**config.mk**
```make
export PLATFORM = sky130hd
export DESIGN_NAME = muldiv_unit_flat
export DESIGN_NICKNAME = d
export VERILOG_FILES = /design/src/rtl/muldiv_unit_if.sv /design/src/rtl/muldiv_unit.sv /design/src/flat_wrapper.sv
export SDC_FILE = /design/constraint.sdc
export NUM_CORES = 1
export LEC_CHECK = 0
export CAP_MARGIN = 20
export CORE_ASPECT_RATIO = 1.4
export CORE_MARGIN = 8
export CORE_UTILIZATION = 49
export CTS_CLUSTER_DIAMETER = 120
export DETAILED_ROUTE_END_ITERATION = 12
export GPL_TIMING_DRIVEN = 0
export PLACE_DENSITY = 0.7
export SYNTH_ARGS = -nofsm -noshare
export SYNTH_HDL_FRONTEND = slang
export SYNTH_SLANG_ARGS = --single-unit
```
**constraint.sdc**
```tcl
create_clock -name clk -period 3.8 [get_ports clk]
set_input_delay 0.38 -clock clk [delete_from_list [all_inputs] [get_ports clk]]
set_output_delay 0.38 -clock clk [all_outputs]
set_load 0.005 [all_outputs]
```
**src/rtl/muldiv_unit_if.sv**
```systemverilog
// Request/response bundle between the execute stage and the multiply/divide unit.
// The master issues operations and accepts results; the slave is the unit itself.
interface muldiv_unit_if #(
  parameter int unsigned WordSize = 32
);
  logic                in_valid;
  logic                in_ready;
  logic [2:0]          muldiv_op;
  logic [WordSize-1:0] a;
  logic [WordSize-1:0] b;
  logic                out_valid;
  logic                out_ready;
  logic [WordSize-1:0] result;

  modport master (
    output in_valid,
    output muldiv_op,
    output a,
    output b,
    output out_ready,
    input  in_ready,
    input  out_valid,
    input  result
  );

  modport slave (
    input  in_valid,
    input  muldiv_op,
    input  a,
    input  b,
    input  out_ready,
    output in_ready,
    output out_valid,
    output result
  );
endinterface

```
**src/rtl/muldiv_unit.sv**
```systemverilog
// Iterative RISC-V M-extension multiply/divide unit.
// Radix-2 shift-add multiply and restoring division on operand magnitudes, with the
// result sign applied in a final fix-up cycle. One operation in flight at a time.
module muldiv_unit #(
  parameter int unsigned WordSize = 32,
  parameter int unsigned CntWidth = $clog2(WordSize) + 1
) (
  input logic          clk,
  input logic          rstn,
  input logic          flush,
  muldiv_unit_if.slave bus
);

  localparam int unsigned W = WordSize;

  localparam logic [1:0] StIdle = 2'd0;
  localparam logic [1:0] StCalc = 2'd1;
  localparam logic [1:0] StFix  = 2'd2;
  localparam logic [1:0] StDone = 2'd3;

  // Op encodings (bit 2 = divide family, bit 1 within divide = remainder)
  localparam logic [2:0] OpMul    = 3'd0;
  localparam logic [2:0] OpMulh   = 3'd1;
  localparam logic [2:0] OpMulhsu = 3'd2;
  localparam logic [2:0] OpDiv    = 3'd4;
  localparam logic [2:0] OpRem    = 3'd6;

  logic [1:0]          state_q, state_d;
  logic [CntWidth-1:0] cnt_q, cnt_d;
  // Multiply: {high, low} product accumulator, multiplier shifts out of the low end.
  // Divide: low half holds the dividend shifting out / quotient shifting in.
  logic [2*W-1:0]      acc_q, acc_d;
  logic [W:0]          rem_q, rem_d;
  // Multiplicand magnitude (multiply) or divisor magnitude (divide)
  logic [W-1:0]        opb_q, opb_d;
  logic [2:0]          op_q, op_d;
  logic                neg_q, neg_d;
  logic [W-1:0]        result_q, result_d;

  // Accept-time operand decode
  logic         a_signed, b_signed;
  logic         sign_a, sign_b;
  logic         is_div, div_zero, div_ovf;
  logic [W-1:0] mag_a, mag_b;
  logic [W-1:0] special_res;
  logic         op_neg;

  // Decode signedness, magnitudes, result sign and the divide special cases
  always_comb begin
    a_signed = (bus.muldiv_op == OpMulh) || (bus.muldiv_op == OpMulhsu) ||
               (bus.muldiv_op == OpDiv)  || (bus.muldiv_op == OpRem);
    b_signed = (bus.muldiv_op == OpMulh) || (bus.muldiv_op == OpDiv) ||
               (bus.muldiv_op == OpRem);
    sign_a   = a_signed & bus.a[W-1];
    sign_b   = b_signed & bus.b[W-1];
    mag_a    = sign_a ? -bus.a : bus.a;
    mag_b    = sign_b ? -bus.b : bus.b;
    is_div   = bus.muldiv_op[2];
    div_zero = is_div && (bus.b == '0);
    // Only the signed variants (op bit 0 clear) can overflow
    div_ovf  = is_div && !bus.muldiv_op[0] &&
               (bus.a == {1'b1, {(W-1){1'b0}}}) && (bus.b == '1);
    if (div_zero) begin
      special_res = bus.muldiv_op[1] ? bus.a : '1;
    end else begin
      special_res = bus.muldiv_op[1] ? '0 : bus.a;
    end
    // Remainder takes the dividend's sign; product and quotient take sa^sb
    op_neg = (is_div && bus.muldiv_op[1]) ? sign_a : (sign_a ^ sign_b);
  end

  // One datapath iteration for each family
  logic [W:0]     mul_sum;
  logic [2*W-1:0] mul_next;
  logic [W+1:0]   rem_sh, rem_diff;
  logic           div_ge;
  logic [W:0]     rem_next;
  logic [W-1:0]   quo_next;

  // Shift-add step and restoring-division step
  always_comb begin
    mul_sum  = {1'b0, acc_q[2*W-1:W]} + (acc_q[0] ? {1'b0, opb_q} : '0);
    mul_next = {mul_sum, acc_q[W-1:1]};
    rem_sh   = {rem_q, acc_q[W-1]};
    rem_diff = rem_sh - {2'b00, opb_q};
    // No borrow out of the trial subtraction means the divisor fits
    div_ge   = ~rem_diff[W+1];
    rem_next = div_ge ? rem_diff[W:0] : rem_sh[W:0];
    quo_next = {acc_q[W-2:0], div_ge};
  end

  // Fix-up: apply the recorded sign and pick the output word
  logic [2*W-1:0] prod_s;
  logic [W-1:0]   div_raw, div_s;
  logic [W-1:0]   fix_res;

  // Sign correction and output-word selection
  always_comb begin
    prod_s  = neg_q ? -acc_q : acc_q;
    div_raw = op_q[1] ? rem_q[W-1:0] : acc_q[W-1:0];
    div_s   = neg_q ? -div_raw : div_raw;
    if (op_q[2]) begin
      fix_res = div_s;
    end else if (op_q == OpMul) begin
      fix_res = prod_s[W-1:0];
    end else begin
      fix_res = prod_s[2*W-1:W];
    end
  end

  // Next-state logic for the control FSM and datapath registers
  always_comb begin
    state_d  = state_q;
    cnt_d    = cnt_q;
    acc_d    = acc_q;
    rem_d    = rem_q;
    opb_d    = opb_q;
    op_d     = op_q;
    neg_d    = neg_q;
    result_d = result_q;

    case (state_q)
      StIdle: begin
        if (bus.in_valid) begin
          op_d  = bus.muldiv_op;
          neg_d = op_neg;
          if (div_zero || div_ovf) begin
            result_d = special_res;
            state_d  = StDone;
          end else begin
            state_d = StCalc;
            cnt_d   = CntWidth'(W - 1);
            rem_d   = '0;
            if (is_div) begin
              acc_d = {{W{1'b0}}, mag_a};
              opb_d = mag_b;
            end else begin
              acc_d = {{W{1'b0}}, mag_b};
              opb_d = mag_a;
            end
          end
        end
      end
      StCalc: begin
        if (op_q[2]) begin
          acc_d = {acc_q[2*W-1:W], quo_next};
          rem_d = rem_next;
        end else begin
          acc_d = mul_next;
        end
        cnt_d = cnt_q - CntWidth'(1);
        if (cnt_q == '0) begin
          state_d = StFix;
        end
      end
      StFix: begin
        result_d = fix_res;
        state_d  = StDone;
      end
      StDone: begin
        if (bus.out_ready) begin
          state_d = StIdle;
        end
      end
      default: state_d = StIdle;
    endcase

    // Flush overrides any accept or handshake on the same edge; the result is not touched
    if (flush) begin
      state_d  = StIdle;
      result_d = result_q;
    end
  end

  // State registers with asynchronous clear
  always_ff @(posedge clk or negedge rstn) begin
    if (!rstn) begin
      state_q  <= StIdle;
      cnt_q    <= '0;
      acc_q    <= '0;
      rem_q    <= '0;
      opb_q    <= '0;
      op_q     <= '0;
      neg_q    <= 1'b0;
      result_q <= '0;
    end else begin
      state_q  <= state_d;
      cnt_q    <= cnt_d;
      acc_q    <= acc_d;
      rem_q    <= rem_d;
      opb_q    <= opb_d;
      op_q     <= op_d;
      neg_q    <= neg_d;
      result_q <= result_d;
    end
  end

  assign bus.in_ready  = (state_q == StIdle);
  assign bus.out_valid = (state_q == StDone);
  assign bus.result    = result_q;

endmodule

```
**src/flat_wrapper.sv**
```systemverilog
// flat-port wrapper written by rule: the top's interface ports become plain ports
module muldiv_unit_flat 
#(
  parameter int unsigned WordSize = 32,
  parameter int unsigned CntWidth = $clog2(WordSize) + 1
)
  (clk, rstn, flush, bus_in_valid, bus_muldiv_op, bus_a, bus_b, bus_out_ready, bus_in_ready, bus_out_valid, bus_result);
  muldiv_unit_if #(.WordSize(WordSize)) bus_i ();
  input logic clk;
  input logic rstn;
  input logic flush;
  input wire logic [$bits(bus_i.in_valid)-1:0] bus_in_valid;
  input wire logic [$bits(bus_i.muldiv_op)-1:0] bus_muldiv_op;
  input wire logic [$bits(bus_i.a)-1:0] bus_a;
  input wire logic [$bits(bus_i.b)-1:0] bus_b;
  input wire logic [$bits(bus_i.out_ready)-1:0] bus_out_ready;
  output wire logic [$bits(bus_i.in_ready)-1:0] bus_in_ready;
  output wire logic [$bits(bus_i.out_valid)-1:0] bus_out_valid;
  output wire logic [$bits(bus_i.result)-1:0] bus_result;
  assign bus_i.in_valid = bus_in_valid;
  assign bus_i.muldiv_op = bus_muldiv_op;
  assign bus_i.a = bus_a;
  assign bus_i.b = bus_b;
  assign bus_i.out_ready = bus_out_ready;
  assign bus_in_ready = bus_i.in_ready;
  assign bus_out_valid = bus_i.out_valid;
  assign bus_result = bus_i.result;
  muldiv_unit #(.WordSize(WordSize), .CntWidth(CntWidth)) u_core (.clk(clk), .rstn(rstn), .flush(flush), .bus(bus_i));
endmodule
```
### Word-level counts from Yosys, hierarchy flattened

Cells that the tools add are included.

| storage, ports and cells | value |
|---|---|
| register bits after elaboration | 173 |
| input port bits | 72 |
| word-level logic and storage cells | 99 |

| operators by class | value |
|---|---|
| bitwise logic cells | 6 |
| multiplexer cells | 35 |
| add/sub/neg operators | 7 |
| reduce and logical (&&, ||, !) cells | 25 |
| equal/unequal tests | 17 |

Operators with widths:

| kind | count |
|---|---|
| 2-to-1 mux 32 bit | 14 |
| 2-to-1 mux 64 bit | 4 |
| 2-to-1 mux 33 bit | 4 |
| case mux 64 bit (2 select lines) | 1 |
| negation 32 bit | 3 |
| case mux 33 bit (2 select lines) | 1 |
| equality test 32 bit (second input constant) | 2 |
| negation 64 bit | 1 |
| case mux 32 bit (2 select lines) | 1 |
| subtractor 34 x 32 -> 34 bit | 1 |
| adder 32 x 33 -> 33 bit | 1 |
| logical NOT 32 bit | 1 |
| 2-to-1 mux 6 bit | 2 |
| case mux 6 bit (2 select lines) | 1 |
| AND reduction 4 bit | 3 |
| 2-to-1 mux 2 bit | 5 |
| AND reduction 3 bit | 3 |
| case mux 2 bit (4 select lines) | 1 |
| equality test 3 bit (second input constant) | 2 |
| logical NOT 6 bit | 1 |
| logical OR 1 bit | 6 |
| != test 2 bit (second input constant) | 3 |
| != test 3 bit (second input constant) | 2 |
| subtractor 6 x 1 -> 6 bit (second input constant) | 1 |
| 16 further kinds | 26 |

### Logic depth before layout (Yosys ltp)

| logic depth | value |
|---|---|
| depth after elaboration | 10 |
| depth in mapped cells | 15 |

### Worst setup path after synthesis

Ideal clock, no wire load.

| timing | value |
|---|---|
| kind | flip-flop to flip-flop |
| start | register u_core.op_q[1] |
| end | register u_core.result_q[24], in the netlist u_core.bus.result[24] |
| path buffers | 6 |
| slack | 238 ps |
| arrival | 3436 ps |
| clock period less this slack | 3562 ps |
| cell stages (with the launch flop) | 16 |
| cells stage by stage | dfrtp_1 -> buf_2 -> buf_2 -> buf_2 -> buf_2 -> buf_2 -> mux2i_1 -> ha_1 -> o221ai_1 -> or3_1 -> clkbuf_1 -> or2_2 -> o31ai_1 -> a22oi_1 -> a21oi_1 -> o41ai_2 |

| between the ends | value |
|---|---|
| word-level cells in the longest chain between the ends | 5 |

Ends and longest elaborated chain:

| element | line | text |
|---|---|---|
| start, declared | muldiv_unit.sv:36 | `logic [2:0] op_q, op_d;` |
| start signal, assigned | muldiv_unit.sv:192 | `op_q <= op_d;` |
| 2-to-1 mux 32 bit | muldiv_unit.sv:100 | `div_raw = op_q[1] ? rem_q[W-1:0] : acc_q[W-1:0];` |
| negation 32 bit | muldiv_unit.sv:101 | `div_s = neg_q ? -div_raw : div_raw;` |
| 2-to-1 mux 32 bit | muldiv_unit.sv:101 |  |
| 2-to-1 mux 32 bit (*) | muldiv_unit.sv:102 | `if (op_q[2]) begin` |
| case mux 32 bit (2 select lines) (*) | muldiv_unit.sv:122 | `case (state_q)` |
| end signal, assigned | muldiv_unit.sv:194 | `result_q <= result_d;` |
| end, declared | muldiv_unit.sv:38 | `logic [W-1:0] result_q, result_d;` |

Every way passes the cells marked *; elsewhere a longest branch is shown, timed or not.
A chain may end at the register's enable or synchronous reset.

### Final worst setup path

| timing | value |
|---|---|
| start | input bus_b[20] |
| end | register u_core.rem_q[17] |

| between the ends | value |
|---|---|
| word-level cells in the longest chain between the ends | 5 |

Ends and longest elaborated chain:

| element | line | text |
|---|---|---|
| start, declared | flat_wrapper.sv:15 | `input wire logic [$bits(bus_i.b)-1:0] bus_b;` |
| equality test 32 bit / logical NOT 32 bit (equally long branches) | muldiv_unit.sv:62, muldiv_unit.sv:59 |  |
| logical AND 1 bit, on equally long branches | muldiv_unit.sv:62, muldiv_unit.sv:59 |  |
| logical OR 1 bit (*) | muldiv_unit.sv:127 | `if (div_zero \|\| div_ovf) begin` |
| != test 2 bit (no source line) (*) | n/a |  |
| AND reduction 4 bit (no source line) (*) | n/a |  |
| end signal, assigned | muldiv_unit.sv:190 | `rem_q <= rem_d;` |
| end, declared | muldiv_unit.sv:33 | `logic [W:0] rem_q, rem_d;` |

Marked as above.

==> flow_summary.toml <==
[synthesis]
synth_cell_types = 83
synth_top_family_by_area = "compound AO/OA/AOI/OAI gates"
synth_top_cell_by_area = "dfrtp_1"
yosys.area_share.xor_xnor_pct = 9.37
yosys.area_share.simple_pct = 21.1
yosysWarnings = 0
synth.mux.area_fraction_pct = 6.32
synth-compound-area-share_pct = 26.3
synth.area.top_cells = "dfrtp_1 (25%), o21ai_0 (6.3%), a21oi_1 (5.6%)"
yosys.area_share.adder_pct = 6.85
synth_area_per_cell_sq_um = 7.58
synth_nets = 2457
ys_ff_latch = 173
synth_flop_cell = "dfrtp_1"
seq_area_frac_synth_pct = 24.8
synthCells = 2308
synth_top_area_share_pct = 24.8
synth_edf_count = 0
async_flop_share_pct = 100
syn_area_sq_um = 17500

[critical_path]
cp_num_buf_inv = 3
path_cells = "clkdlybuf4s50_1, or4_1, or4_1, or4_4, o211a_2, o211ai_4, inv_2, and2_4, buf_6, a221o_1"
r2r_cells = 11
cp_common_cell = "or4_1"
crit_cells = 10
worst-setup-path-type = "input pin to register"
cp-end-kind = "register"
critPathMaxStageDelay_ps = 610
arrival_ps = 4120
cp_data_required_time_ps = 4150
cp_top_family = "simple AND/OR/NAND/NOR gates"
critPathSlowestCell = "or4_4"
cp-start-kind = "input pin"
crit_fanout = 10

[timing]
clock_skew_ps = 19.4
tightest_slew_ps = 1030
timing.final.ws_setup_ps = 30.2
hold_viol_final = 0
max_clock_freq_mhz = 265
fin_crit_ps = 3770
slew_violations = 0
setup_violations = 0
timing.slew.headroom_pct = 30.4
post-route-period-util_pct = 99.2

[finish]
stdcell_count = 2909
stdcell_area_sq_um = 20100
antenna_cells = 0
syn_to_final_growth_pct = 15.1
drive_gt1_share_pct = 7.56
nNetsFinal = 2583

[pwr]
combPwrFrac_pct = 69.4
switching_share_pct = 56.8
max-vdd-ir-drop_uv = 347
power_frac_clock_pct = 11.1
p_leak_uw = 0.00801
seqPwrFrac_pct = 19.5
powerDensity_nw_per_um2 = 846
p_int_uw = 7370
power_switching_uw = 9670
power_uw = 17000

[detailed_routing]
drt-wirelength-per-cell_um = 28.6
viasPerCell = 6.64
postRouteAntennaNets = 0
routed_wl_um = 83300
dr.pass1.iters = 6
num_vias = 19300
drc_errors = 0
drt_iter0_markers = 1978

[clock_tree]
clock-root-buffer = "clkbuf_16"
clock_sinks = 173
cts_made_buffers = 17
cts_tree = "done"
htreeDepth = 4
clk_latency_ps = 480
clk_pin_slew_worst_paths_ps = 80
cts_buffer_depth = 2

[floorplanning]
core_area_sq_um = 35500
die_height_um = 240
rows = 82
dieArea_sq_um = 42100
start_util_pct = 49.3
io_pins = 106
dieWidth_um = 176

[grt]
antenna_found_initial = 0
grt_util_all_layers_pct = 38.8
gr-total-overflow = 0
grt_first_pass_wirelength_um = 121000
grt_pass1_vias = 18600
grt_max_degree = 116

[place]
io_buffers = 102
place_area_sq_um = 19100
routabilityCongestion = 1.07
pre_cts_ws_ps = -1190
place_inst = 2874
dp_hpwl_um = 66900

[flow_run]
maxCapViolations = 0

[status]
status = "complete, no violations"

[min_path]
hold_path.class = "input pin to asynchronous set/reset pin"
Yosys cell counts, types with 37 or more instances:
cell	n
o21ai_0	220
mux2i_1	61
nand3_1	42
inv_1	79
ha_1	75
a21oi_1	197
nor3_1	50
dfrtp_1	173
xnor2_1	95
nand2_1	243
mux2_2	44
xor2_1	92
o31ai_1	37
nor2_1	245
clkbuf_1	125
kinds of logic after synthesis:
family                     count (synthesis)
DFF                                      173
buffers and inverters                    233
and+or+nand+nor                          785
adders and majority gates                 99
xor gates and xnor gates                 187
muxes                                    105
AOI/OAI and AO/OA                        726
power groups by stage:
| stage | Combinational [uW] | Clock, uW | Sequential, uW |
|---|---|---|---|
| after floorplan | 7280 | 0 | 2930 |
| after global placement | 11000 | 0 | 3260 |
| after detailed placement | 11100 | 0 | 3280 |
| after CTS | 11300 | 1900 | 3260 |
| after global routing | 12500 | 1970 | 3360 |
| final | 11800 | 1890 | 3320 |
metrics by stage:
step / utilization (%) / setup TNS, ps / hold slack, ps
CTS: 56.2 / -162 / 439
global route: 56.7 / -16.5 / 473
detailed placement: 53.9 / -134570 / 341
finish: 56.7 / 0 / 417
floorplan: - / 0 / 84.4
global placement: 53.8 / -1000820 / 466
layout by cell type, fill, tap and decap left out, types with 18 or more instances in the layout:
cell type / count
clkbuf_1: 118
nor2_1: 240
or4_1: 21
a21o_1: 23
ha_1: 72
o31ai_1: 37
maj3_1: 22
mux2i_1: 59
a211oi_1: 28
nor3_1: 49
o41ai_1: 18
nor4_1: 27
xor2_1: 90
nand4_1: 28
inv_1: 78
nand2_1: 242
mux2_2: 44
a31oi_1: 28
xnor2_1: 93
clkdlybuf4s50_1: 100
o211ai_1: 27
a21oi_1: 194
nand3_1: 42
or3_1: 25
o21ai_0: 217
dfrtp_1: 172
state kept, by name (all words and copies together), names as in the netlist:
name	cells
u_core.acc_q	64
u_core.rem_q	33
u_core.bus.result	32
u_core.opb_q	32
u_core.cnt_q	6
u_core.op_q	3
u_core.state_q	2
u_core.neg_q	1
layout make-up:
type	instances	area (sq um)
Fill cell	3440	15400
Multi-Input combinational cell	1902	12500
Sequential cell	173	4330
Timing Repair Buffer	110	1110
Buffer	150	643
Tap cell	462	578
Clock buffer	17	425
Inverter	80	304
Clock inverter	15	206
per-layer routing:
metal / wire [um] / track usage, % / vias to the layer above
li1: - / - / 8682
met1: 30000 / 43.0 / 9356
met2: 40600 / 66.7 / 974
met3: 5310 / 5.16 / 294
met4: 7320 / 30.1 / 0
met5: 0 / 0 / -
timing repair:
item,CTS,global route
buffers inserted,0,5
hold buffers,1,0
pin swaps,1,5
endpoints found under the hold margin,58,0
endpoints found under the setup margin,162,104
resized for setup,46,30
final timing paths:
check                                     start              endpoint  slack [ps]
max                                   bus_b[20]      u_core.rem_q[17]          30
min                                        rstn      u_core.acc_q[59]         420
max reg2reg                      u_core.op_q[1]  u_core.bus.result[3]          40
min reg2reg                u_core.bus.result[5]  u_core.bus.result[5]         480
max in group asynchronous                  rstn       u_core.opb_q[1]        2380
min in group clk           u_core.bus.result[5]  u_core.bus.result[5]         480
(Power assumes the default switching activity.)
